**config.mk**
```make
export PLATFORM = sky130hd
export DESIGN_NAME = sprite_palette_bank
export DESIGN_NICKNAME = d
export VERILOG_FILES = /design/src/rtl/sprite_pkg.sv /design/src/rtl/palette_flash_fsm.sv /design/src/rtl/sprite_palette_bank.sv
export SDC_FILE = /design/constraint.sdc
export NUM_CORES = 1
export LEC_CHECK = 0
export CAP_MARGIN = 20
export CORE_UTILIZATION = 52
export CTS_CLUSTER_DIAMETER = 30
export CTS_CLUSTER_SIZE = 12
export DETAILED_ROUTE_END_ITERATION = 6
export HOLD_SLACK_MARGIN = 0.03
export PLACE_DENSITY = 0.71
export SLEW_MARGIN = 40
export SYNTH_ARGS = -nofsm -noshare
export SYNTH_HDL_FRONTEND = slang
export SYNTH_SLANG_ARGS = --single-unit
```
**constraint.sdc**
```tcl
create_clock -name Clk -period 5.41 [get_ports Clk]
set_input_delay 1.082 -clock Clk [delete_from_list [all_inputs] [get_ports Clk]]
set_output_delay 1.082 -clock Clk [all_outputs]
set_load 0.01 [all_outputs]
```
**src/rtl/sprite_pkg.sv**
```systemverilog
// Shared types and constants for the sprite palette bank: colour struct,
// flash state encoding and the power-up palette table.
package sprite_pkg;

  typedef struct packed {
    logic [3:0] r;
    logic [3:0] g;
    logic [3:0] b;
  } rgb_t;

  typedef enum logic {
    IDLE,
    FLASH
  } state_t;

  localparam int DEFAULT_PAL_LEN = 16;

  localparam rgb_t DEFAULT_PAL [DEFAULT_PAL_LEN] = '{
    12'h000, 12'hFFF, 12'hF00, 12'h0F0,
    12'h00F, 12'hFF0, 12'h0FF, 12'hF0F,
    12'h888, 12'h444, 12'hC60, 12'h6C0,
    12'h06C, 12'hC06, 12'h963, 12'h369
  };

  // Select-field width for a palette count; a single palette still needs one bit.
  function automatic int pal_width(input int num_pal);
    return (num_pal > 1) ? $clog2(num_pal) : 1;
  endfunction

endpackage

```
**src/rtl/palette_flash_fsm.sv**
```systemverilog
// Frame-counted flash effect: latches a frame count, counts frame ticks down
// and flags the frames on which lookups should be forced to white.
module palette_flash_fsm
  import sprite_pkg::*;
(
  input  logic       Clk,
  input  logic       Reset,
  input  logic       frame_tick,
  input  logic       flash_start,
  input  logic [7:0] flash_frames,
  output logic       flash_busy,
  output logic       flash_white
);

  state_t     state, state_nx;
  logic [7:0] cnt, cnt_nx;

  // NOTE: state registers use non-blocking assignments so every flop samples
  // pre-edge values; the combinational block below uses blocking ones.
  always_ff @(posedge Clk) begin
    if (Reset) begin
      state <= IDLE;
      cnt   <= '0;
    end else begin
      state <= state_nx;
      cnt   <= cnt_nx;
    end
  end

  // NOTE: defaults first so no path leaves a target unassigned (no latches).
  always_comb begin
    state_nx = state;
    cnt_nx   = cnt;
    unique case (state)
      IDLE: begin
        if (flash_start && (flash_frames != 8'd0)) begin
          cnt_nx   = flash_frames - {7'd0, frame_tick};
          state_nx = (cnt_nx != 8'd0) ? FLASH : IDLE;
        end
      end
      FLASH: begin
        if (frame_tick) begin
          cnt_nx = cnt - 8'd1;
          if (cnt_nx == 8'd0) state_nx = IDLE;
        end
      end
      default: state_nx = IDLE;
    endcase
  end

  assign flash_busy  = (state == FLASH);
  assign flash_white = flash_busy && cnt[0];

endmodule

```
**src/rtl/sprite_palette_bank.sv**
```systemverilog
// Multi-palette colour lookup with one-cycle registered output.
// Optional frame-based white flash effect enabled by SPRITE_PALETTE_FLASH_EN.
module sprite_palette_bank
  import sprite_pkg::*;
#(
  parameter  int NUM_PAL = 4,
  parameter  int IDX_W   = 4,
  parameter  int CH_W    = 4,
  localparam int PAL_W   = pal_width(NUM_PAL),
  localparam int RGB_W   = 3 * CH_W
) (
  input  logic             Clk,
  input  logic             Reset,
  input  logic             rd_valid,
  input  logic [PAL_W-1:0] rd_pal,
  input  logic [IDX_W-1:0] rd_index,
  input  logic             wr_en,
  input  logic [PAL_W-1:0] wr_pal,
  input  logic [IDX_W-1:0] wr_index,
  input  logic [RGB_W-1:0] wr_rgb,
  input  logic             frame_tick,
  input  logic             flash_start,
  input  logic [7:0]       flash_frames,
  output logic             out_valid,
  output logic [CH_W-1:0]  red,
  output logic [CH_W-1:0]  green,
  output logic [CH_W-1:0]  blue,
  output logic             transparent,
  output logic             flash_busy
);

  localparam int ENTRIES = 2 ** IDX_W;

  logic [RGB_W-1:0] mem [NUM_PAL][ENTRIES];
  logic [RGB_W-1:0] rgb_q;
  logic [PAL_W-1:0] rd_p, wr_p;
  logic             white;

  // The power-up table repeats every 16 entries and is resized per channel.
  function automatic logic [RGB_W-1:0] default_entry(input int idx);
    rgb_t d;
    d = DEFAULT_PAL[idx % DEFAULT_PAL_LEN];
    return {CH_W'(d.r), CH_W'(d.g), CH_W'(d.b)};
  endfunction

  // A single-palette build carries a 1-bit select that must not index past row 0.
  assign rd_p = (NUM_PAL > 1) ? rd_pal : '0;
  assign wr_p = (NUM_PAL > 1) ? wr_pal : '0;

  // NOTE: the palette array is reset on purpose, because Reset must restore
  // the default colours; this keeps it in flops rather than a RAM macro.
  always_ff @(posedge Clk) begin
    if (Reset) begin
      for (int p = 0; p < NUM_PAL; p++) begin
        for (int i = 0; i < ENTRIES; i++) begin
          mem[p][i] <= default_entry(i);
        end
      end
    end else if (wr_en) begin
      mem[wr_p][wr_index] <= wr_rgb;
    end
  end

  // The array is read before the edge, so a colliding write yields the old entry.
  always_ff @(posedge Clk) begin
    if (Reset) begin
      out_valid   <= 1'b0;
      rgb_q       <= '0;
      transparent <= 1'b0;
    end else begin
      out_valid <= rd_valid;
      if (rd_valid) begin
        transparent <= (rd_index == '0);
        rgb_q       <= (white && (rd_index != '0)) ? '1 : mem[rd_p][rd_index];
      end
    end
  end

  assign {red, green, blue} = rgb_q;

`ifdef SPRITE_PALETTE_FLASH_EN
  palette_flash_fsm u_flash (
    .Clk          (Clk),
    .Reset        (Reset),
    .frame_tick   (frame_tick),
    .flash_start  (flash_start),
    .flash_frames (flash_frames),
    .flash_busy   (flash_busy),
    .flash_white  (white)
  );
`else
  logic unused_flash;
  assign unused_flash = ^{frame_tick, flash_start, flash_frames};
  assign white        = 1'b0;
  assign flash_busy   = 1'b0;
`endif

endmodule

```
* After elaboration in Yosys (flattened, before gate mapping)
Memory sizes are Yosys's and may differ from the RTL's.
Index checks and enable logic that the tools add are counted.
** Cells by class
- Add/subtract/negate cells :: 0
- Multiply operators :: 0
- Div/mod/pow operators :: 0
- Order comparisons :: 3
- Equality and inequality tests :: 0
- Shift operators :: 0
- Muxes and demuxes :: 13
- Bitwise operators :: 2
- Reduce and logical (&&, ||, !) cells :: 3
** Operators with widths (count)
- $mux W192 :: 3
- $reduce_or A192 Y1 :: 1
- $bmux W12 S4 :: 1
- $demux W12 S4 :: 1
- $mux W12 :: 3
- $ge A5 B5 Y1 const B :: 2
- $not A4 Y5 :: 2
- $lt A5 B1 Y1 const B :: 1
- $logic_not A4 Y1 :: 1
- $mux W1 :: 4
- $mux W2 :: 1
- $logic_and A1 B1 Y1 :: 1
** Storage, ports and cells
- Register bits after elaboration :: 14
- Bits in latches :: 0
- Bits in writable memories :: 768
- Bits in read-only memories :: 0
- Input port bits :: 38
- Output and inout bits :: 15
- Word-level logic and storage cells :: 25
- Memories kept :: 1
** Memory list
- mem :: depth 4, bits a word 192, rd ports 1, clocked after memory_dff 0, wr ports 4, RTL line sprite_palette_bank.sv:34 : logic [RGB_W-1:0] mem [NUM_PAL][ENTRIES];

* Depth between registers and ports, before layout
Gate-level depths: netlist of the first run.
- Depth after elaboration :: 8
- Gate-level depth with buffers :: 11
- Depth with buffers taken out :: 5

* Worst setup path before layout of the first run
Ideal clock, no wire load.
- Path kind :: input -> register
- From :: input rd_pal[0]
- To :: register rgb_q[10]
- Library setup time :: 0.117 ns
- Data arrival time :: 2.838 ns
- Data required time :: 5.293 ns
- Setup slack :: 2.455 ns
- Cell stages on the path :: 9
- Path buffers :: 4
- Cell sequence :: buf_6 buf_6 buf_2 buf_4 mux2i_1 o22ai_1 o41ai_1 o2111ai_1 a32o_1
** On the way
- Word-level cells in the longest chain between the ends :: 4
** RTL lines
- start: declaration :: RTL line sprite_palette_bank.sv:15 : input logic [PAL_W-1:0] rd_pal,
- $mem_v2 Z4 W192
- $bmux W12 S4 :: RTL line sprite_palette_bank.sv:74 : rgb_q <= (white && (rd_index != '0)) ? '1 : mem[rd_p][rd_index];
- $mux W12 (implied by the code) (2 in a row) :: RTL line sprite_palette_bank.sv:74
- end signal: assignment :: RTL line sprite_palette_bank.sv:74
- end: declaration :: RTL line sprite_palette_bank.sv:35 : logic [RGB_W-1:0] rgb_q;
Every way passes these cells. The select of a mux whose other input is x is not followed.
A chain may end at the register's enable or synchronous reset.

==> results of run 1 <==
metrics by stage:
| step | power (mW) | hold WS [ns] |
|---|---|---|
| 6_report | 17.2 | 0.507 |
| 5_1_grt | 17.6 | 0.535 |
| 4_1_cts | 17.2 | 0.510 |
| 3_5_place_dp | 8.23 | 0.499 |
| 3_3_place_gp | 8.19 | 0.484 |
| 2_1_floorplan | 7.81 | 0.510 |
layout make-up:
class,instances,share of cell area (%)
clock buffers,173,9.21
clock inverters,94,2.49
inverters,4,0.0356
multi-input cells,1452,28.1
flip-flops and latches,782,55.4
well taps,931,2.76
repair buffers,98,2.08
registers in the layout, indices dropped and copies added, names as in the netlist:
register / flops
rgb_q: 12
out_valid: 1
mem: 768
transparent: 1
worst max-delay path, cell delays in order:
cell and delay [ns]:
clkdlybuf4s50_1 0.50, nor4b_1 0.37, buf_4 0.24, nand3_1 0.58, nor2_1 0.72, or2_2 0.44
worst paths after layout:
check                                               start                  endpoint  slack, ns
worst max-delay path                          wr_index[0]  mem[0][40]$_SDFFCE_PN0P_       1.84
worst min-delay path             transparent$_SDFFE_PP0P_  transparent$_SDFFE_PP0P_       0.51
worst max register to register  mem[1][102]$_SDFFCE_PN0P_     rgb_q[6]$_SDFFE_PP0P_       2.87
worst min register to register   transparent$_SDFFE_PP0P_  transparent$_SDFFE_PP0P_       0.51
cells in the final DEF (no fill, tap or decap), types with 9 or more instances in the layout:
cell type        instances
clkbuf_1                21
and3_1                  24
a21oi_1                 15
bufinv_16               19
mux2_2                  14
nand3_1                 16
or3_1                  280
mux4_2                 130
mux2i_1                160
buf_2                   13
a22oi_1                 19
clkbuf_16              152
buf_4                   53
clkinv_2                23
nor2_1                  79
clkinvlp_4              12
nand2_1                 35
nand2b_1                12
dfxtp_1                 14
nor2b_1                 10
a32o_1                   9
a211oi_1                13
o21ai_0                 10
clkdlybuf4s50_1         23
edfxtp_1               768
or2_2                  105
and2_1                 428
clkinv_1                24
o22ai_1                 21
where the power goes:
group | switching [mW] | total [mW] | leakage (nW) | internal (mW)
combinational | 0.704 | 1.08 | 4.68 | 0.372
clock | 3.06 | 9.07 | 2.38 | 6.01
sequential | 0.0968 | 7.07 | 7.60 | 6.97
total | 3.86 | 17.2 | 14.7 | 13.4
synthesized netlist by cell type, drive strengths merged (2+ instances only):
master,n
a22oi,19
o22ai,21
mux4,133
o32ai,2
a32o,9
o41ai,8
a221oi,8
or2,105
mux2,14
o2111ai,8
o21ai,10
or3,280
nand3,16
inv,3
dfxtp,14
a211oi,13
a31oi,2
mux2i,160
a21o,6
a2111oi,5
nor2b,11
buf,68
o31ai,2
nand2,37
a21oi,15
edfxtp,768
and3,24
nor2,81
and2,428
clkbuf,184
a2111o,8
nand2b,14
layer usage:
layer,up-vias,part of all wire [%],GRT usage [%]
met5,-,0.050,0
met4,8,3.1,10.6
met3,215,11,7.48
met2,1167,47,42.4
met1,11100,40,37.5
li1,9398,-,-
kinds of logic after synthesis:
kind of cell	count (synthesis)
flops	782
mux	307
other cells	1
compound gates	140
simple gates	1004
buf+inv	256
==> results.toml, run 1 <==
[route]
drtIter0Drc = 2654
drc = 0
viasPerCell = 6.20
drt-pass1-iter-count = 5
wire_per_inst_um = 26.9
vias = 21900
postRouteAntennaNets = 0
totalWireLength_um = 95200

[yosys]
ys.flop_type = "edfxtp_1"
synthAdderAreaFrac_pct = 0
synth_top_family_by_area = "simple AND/OR/NAND/NOR gates"
async_reset_ff_share_pct = 0
synthMuxAreaShare_pct = 13.1
syn-mean-instance-area_um2 = 14.6
synth-edff-count = 768
synthDominantCellAreaShare_pct = 63.4
synthSimpleGateAreaFrac_pct = 16.5
synth_fp_nets = 2528
synth_xor_area_share_pct = 0
yosys_warnings = 0
synth.area.top_cells = "edfxtp_1, mux4_2, and2_1"
ys_seq_area_share_pct = 64.2
ys_types = 54
synth.ff_latch_count = 782
synth_compound_area_share_pct = 2.91
synth_top_area_cell = "edfxtp_1"
synthCells = 2490
synth_area_mm2 = 0.0364

[cts]
cts_hold_buffers = 0
cts_tree = "done"
clockBufferDepth = 3
cts_setup_buffers = 0
cts_max_level = 4
clock_sinks = 782
clkTransAtPathRegs_ns = 0.05
ctsResizeCount = 0
cts_buffers = 148
clockRootBuffer = "clkbuf_16"
clk_latency_ns = 0.72

[critical_path]
path_max_fanout = 20
startpoint_type = "input pin"
critPathKind = "input pin to flop"
worst_ep_required_time_ns = 5.79
r2r_cells = 5
end_kind = "flop"
critPathArrivalTime_ns = 3.95

[power_and_ir_drop]
ir_drop_mv = 0.224
power_density_mw_per_mm2 = 408
p_leak_nw = 14.7

[min_path]
min_path_cells = 2
hold_path_class = "flop to flop"

[timing]
hold_viol_final = 0
worst_slew_margin_rel_pct = 39.9
fin_setup_tns_ns = 0
fin_crit_sh_pct = 66.0
slew_viol_final = 0
layout_setup_ws_ns = 1.84
rsz0062_at_grt = "false"
period_needed_ns = 3.57
setup_viol = 0
max_slew.worst_pin.slew_ns = 0.899
fmaxAchievable_mhz = 280
fin_skew_ns = 0.0207

[global_route]
grt_max_degree = 65
grt-ovfl-total = 0
grt_antenna_before_repair = 6
grt_util_all_layers_pct = 27.6
grt_pass1_wl_um = 142000
grt_pass1_vias = 22300

[die]
coreArea_mm2 = 0.0689
rows = 96
dieArea_mm2 = 0.0710
pin_count = 53
die_h_um = 266
initial_core_util_pct = 52.7
die_width_um = 266

[final_layout]
area_growth_pct = 16.0
finalCoreUtilization_pct = 61.1
post-route-cell-area_mm2 = 0.0422
finalNonFillerCells = 3534
drive_above_1_share_pct = 21.4
multiInputGateArea_mm2 = 0.0118
seq_area_mm2 = 0.0233
nets = 2524
antenna_cells = 0
fill_cells = 5025

[placed_design]
placed_area_mm2 = 0.0372
place_hpwl_um = 56800
dp_cells = 3266
gp_congestion = 0.852
port_buffers = 41
dp_slack_ns = 1.22

[run]
drv_cap = 0

[run_status]
status = "completed"
(Power assumes the default switching activity.)
==> run 2, diff against run 1 <==
Settings changed: PLACE_DENSITY 0.71 to 0.74.
Clock period 5.41 ns to 3.1 ns, I/O delays scaled along.
==> run 2 against run 1 <==
Effect of this change: die area unchanged; critical endpoint is now rgb_q[11]$_SDFFE_PP0P_; critical path type unchanged; sequential share of layout area shrank 1.6 points; clock power increased by 74%; first-iteration DRC count decreased by 3.5%.
==> results.toml, run 2 (same netlist as run 1, synthesis figures left out) <==
[timing]
fin_setup_tns_ns = 0
setup_viol = 0
fin_crit_sh_pct = 84.2
worst_slew_margin_rel_pct = 42.9
max_slew.worst_pin.slew_ns = 0.856
period_needed_ns = 2.61
slew_viol_final = 0
hold_slack_ns = 0.547
fin_skew_ns = 0.0182
rsz0062_at_grt = "false"
layout_setup_ws_ns = 0.490
hold_viol_final = 0
fmaxAchievable_mhz = 383

[global_route]
grt_pass1_vias = 22800
grt-ovfl-total = 0
grt_util_all_layers_pct = 27.6
grt_antenna_before_repair = 4
grt_max_degree = 65
grt_pass1_wl_um = 142000

[power_and_ir_drop]
finalPower_mw = 30.1
power_density_mw_per_mm2 = 695
internal_power_mw = 23.4
power_switching_mw = 6.72
seqPwrFrac_pct = 40.9
switching_share_pct = 22.3
clockPowerShare_pct = 52.3
pwr-share-comb_pct = 6.7
ir_drop_mv = 0.633
p_leak_nw = 15.5

[die]
coreArea_mm2 = 0.0689
rows = 96
initial_core_util_pct = 52.7
die_h_um = 266
dieArea_mm2 = 0.0710
die_width_um = 266
pin_count = 53

[final_layout]
finalCoreUtilization_pct = 62.9
drive_above_1_share_pct = 25.5
mostFrequentLayoutCells = "edfxtp_1, and2_1, or3_1, buf_4, mux2i_1"
area_growth_pct = 19.3
layout_commonest_cell = "edfxtp_1"
nets = 2663
top_register = "mem"
post-route-cell-area_mm2 = 0.0434
top_regs = "mem: 768 flops, rgb_q: 12 flops"
fill_cells = 4820
largest_register_ffs = 768
finalNonFillerCells = 3673

[cts]
clock_sinks = 782
cts_buffers = 140
cts_setup_buffers = 0
ctsResizeCount = 0
clockRootBuffer = "clkbuf_16"
clockBufferDepth = 3
cts_tree = "done"
cts_hold_buffers = 0
clk_latency_ns = 0.73
clkTransAtPathRegs_ns = 0.05
cts_max_level = 4

[route]
wire_per_inst_um = 26.2
drtIter0Drc = 2561
drt-pass1-iter-count = 6
viasPerCell = 6.14
totalWireLength_um = 96100
drc = 0
vias = 22500
postRouteAntennaNets = 0

[placed_design]
dp_cells = 3414
placed_area_mm2 = 0.0385
place_hpwl_um = 60500
gp_congestion = 0.881
port_buffers = 41
dp_slack_ns = -0.108

[critical_path]
slowest_delay_ns = 0.57
critPathArrivalTime_ns = 3.21
critPathKind = "input pin to flop"
path_max_fanout = 32
worst_ep_required_time_ns = 3.70
end_kind = "flop"
slowest_stage = "o41ai_1"
crit_top_cell = "buf_4"
startpoint_type = "input pin"
crit_chain = "buf_4, nand2b_1, o22ai_1, o41ai_1, buf_4, o2111ai_1, a32o_1"

[run]
drv_cap = 0

[min_path]
hold_path_class = "input pin to flop"

[run_status]
status = "completed"
-- run 2: final cells by class --
class	count	area (um2)	area share, %
Sequential cell	782	23300	53.8
Multi-Input combinational cell	1452	11800	27.2
Clock buffer	164	3670	8.45
Timing Repair Buffer	245	2160	4.98
Antenna cell	1	2.50	0.00577
Tap cell	931	1160	2.69
Clock inverter	94	1210	2.79
Inverter	4	15.0	0.0346
-- run 2: per-layer routing --
| metal | global-route usage (%) | share of wire (%) |
|---|---|---|
| met4 | 10.4 | 3.0 |
| met2 | 44.3 | 48 |
| met5 | 0 | 0.035 |
| met1 | 36.5 | 38 |
| met3 | 6.94 | 10 |
-- run 2: worst paths after layout --
check,from,endpoint,slack (ns),depth (start not counted)
hold / removal,wr_rgb[1],mem[3][1]$_SDFFCE_PN0P_,0.55,2
setup reg to reg,mem[0][102]$_SDFFCE_PN0P_,rgb_q[6]$_SDFFE_PP0P_,0.83,6
hold reg to reg,transparent$_SDFFE_PP0P_,transparent$_SDFFE_PP0P_,0.56,2
setup / recovery,rd_pal[1],rgb_q[11]$_SDFFE_PP0P_,0.49,7
-- run 2: worst max-delay path: cells and delay by family --
family | cells | cell delay [ns]
AND/OR/NAND/NOR | 1 | 0.53
AO/OA/AOI/OAI | 4 | 1.29
buffers and inverters | 2 | 0.72
-- run 2: power by group through the flow --
stage	combinational, mW	sequential [mW]	clock, mW
floorplan	1.17	12.4	0
global placement	1.94	12.5	0
detailed placement	1.98	12.5	0
CTS	2.00	12.3	15.9
global route	2.10	12.4	16.4
finish	2.02	12.3	15.8
==> variant, RTL diff (flow settings as in run 2) <==
Build with the macro `SPRITE_PALETTE_FLASH_EN` defined.
--- a/src/rtl/sprite_palette_bank.sv
+++ b/src/rtl/sprite_palette_bank.sv
@@ -1,5 +1,7 @@
 // Multi-palette colour lookup with one-cycle registered output.
 // Optional frame-based white flash effect enabled by SPRITE_PALETTE_FLASH_EN.
+`define SPRITE_PALETTE_FLASH_EN
+
 module sprite_palette_bank
   import sprite_pkg::*;
 #(
Function: not settled (the Yosys comparison gave no result); the edit may change what the design does.
==> variant against run 2 <==
Area after synthesis grew 1.7%; count of clock-buffer cells in the layout shrank 5; total power grew 4.9%; register-to-register slack gained 0.02 ns; core utilization grew 0.58 points; setup slack lost 0.12 ns; global-route usage grew 1.8 points; sequential cell count grew 9; die area grew 1.7%; critical path depth shrank 6; final area grew 2.7%; routed wire length grew 8.0%; critical path type is now reg -> out; critical endpoint is now flash_busy.
==> variant: results (changes against run 2) <==
* Number of cell instances on the worst register-to-register path at 5 (-1)
* Multi-input gates at 1472 (+1.4%)
* Clock-cell share at 12.01% (+0.77 points)
* Global-route wire length before repair at 153100 µm (+7.6%)
* Total routing usage reported by global routing at 29.39% (+1.8 points)
* Share of the synthesized area in compound gates (AO/OA/AOI/OAI) at 3.443% (+0.53 points)
* Number of clock buffer instances in the layout at 159 (-3.0%)
* Post-Place Worst Slack at 0.09183 ns (+0.2002 ns)
* Ranking of synthesized cells by instance count: 768 x edfxtp_1, 420 x and2_1, 283 x or3_1
* Number of clock sinks at 791 (+1.2%)
* HPWL reported at the end of detailed placement at 64020 µm (+5.8%)
* Maximum clock skew at final layout at 0.04515 ns (+0.02691 ns)
* Average wire per standard cell at 27.80 µm (+6.2%)
* Placed Area at 39200 µm² (+1.8%)
* Metal2 WL at 49640 µm (+6.6%)
* Biggest area contributors in the synthesized netlist: edfxtp_1 62%, mux4_2 10%, and2_1 7.1%, or3_1 4.8%, mux2i_1 1.9%
* Worst hold margin at 0.3225 ns (-0.2242 ns)
* Seq. cell area at 23520 µm² (+0.77%)
* Worst flop-to-flop path endpoint: rgb_q[11]
* Static power due to leakage at 15.63 nW (+1.1%)
* Port Buf Inserts at 52 (+27%)
* Peak supply drop at 0.5426 mV (-14%)
* Worst hold path endpoint: rgb_q[11]
* Status: finished clean
* Mean area per synthesized cell at 14.70 µm² (+0.65%)
* GR Layer Usage met3 at 7.251% (+0.31 points)
* Syn Nets at 2560 (+1.3%)
* Pin count of the biggest net entering global routing at 84 (+29%)
* Number of buffers inserted during clock tree synthesis at 150 (+7.1%)
* Sequential cell area fraction in the yosys report at 63.59% (-0.61 points)
* Max FO, Critical Path at 19 (-41%)
* Highest signal layer in the routed design: met4
* M2 GR Usage at 46.32% (+2.0 points)
* Max stage delay on crit path at 0.73 ns (+0.16 ns)
* Fraction of layout cells with a size suffix above 1 at 26.99% (+1.4 points)
* Reg-to-reg setup timing slack at 0.85 ns (+0.02 ns)
* Initial antenna violation count at 0 (-4)
* Number of nets at the end of the flow at 2714 (+1.9%)
* Weighted congestion reported at the end of routability-driven placement at 0.9822 (+11%)
* Highest-delay cell along the critical path: dfxtp_1
* M1 wire length at 38610 µm (+5.5%)
* Met1 track demand over resource at 39.27% (+2.8 points)
* Gate family responsible for the most delay along the worst path: flip-flops
variant: cell count changes in the layout (fill, tap and decap cells not counted), moves of 12 or more:
cell,before,now
mux2i_1,160,70
a211o_1,1,13
mux4_2,130,167
clkinvlp_4,6,21
a22o_1,0,19
o221ai_1,1,20
nand2_1,36,51
variant: worst max-delay path by stage:
stage                            start           to  slack, ns
floorplan                        Reset  mem[1][156]       0.75
global placement             rd_pal[1]     rgb_q[3]       0.09
detailed placement           rd_pal[0]     rgb_q[5]       0.09
CTS                 u_flash.flash_busy   flash_busy       0.37
global route        u_flash.flash_busy   flash_busy       0.27
finish              u_flash.flash_busy   flash_busy       0.37
variant: worst reg2reg max path, delay by kind of cell, from the launching register on:
family | cells | cell delay, ns
muxes | 1 | 0.48
and+or+nand+nor | 1 | 0.17
DFF | 1 | 0.38
AOI/OAI and AO/OA | 3 | 1.07
variant: where the power goes:
part,internal [mW],switching (mW)
clock,11.1,5.83
sequential,12.3,0.214
combinational,0.822,1.33
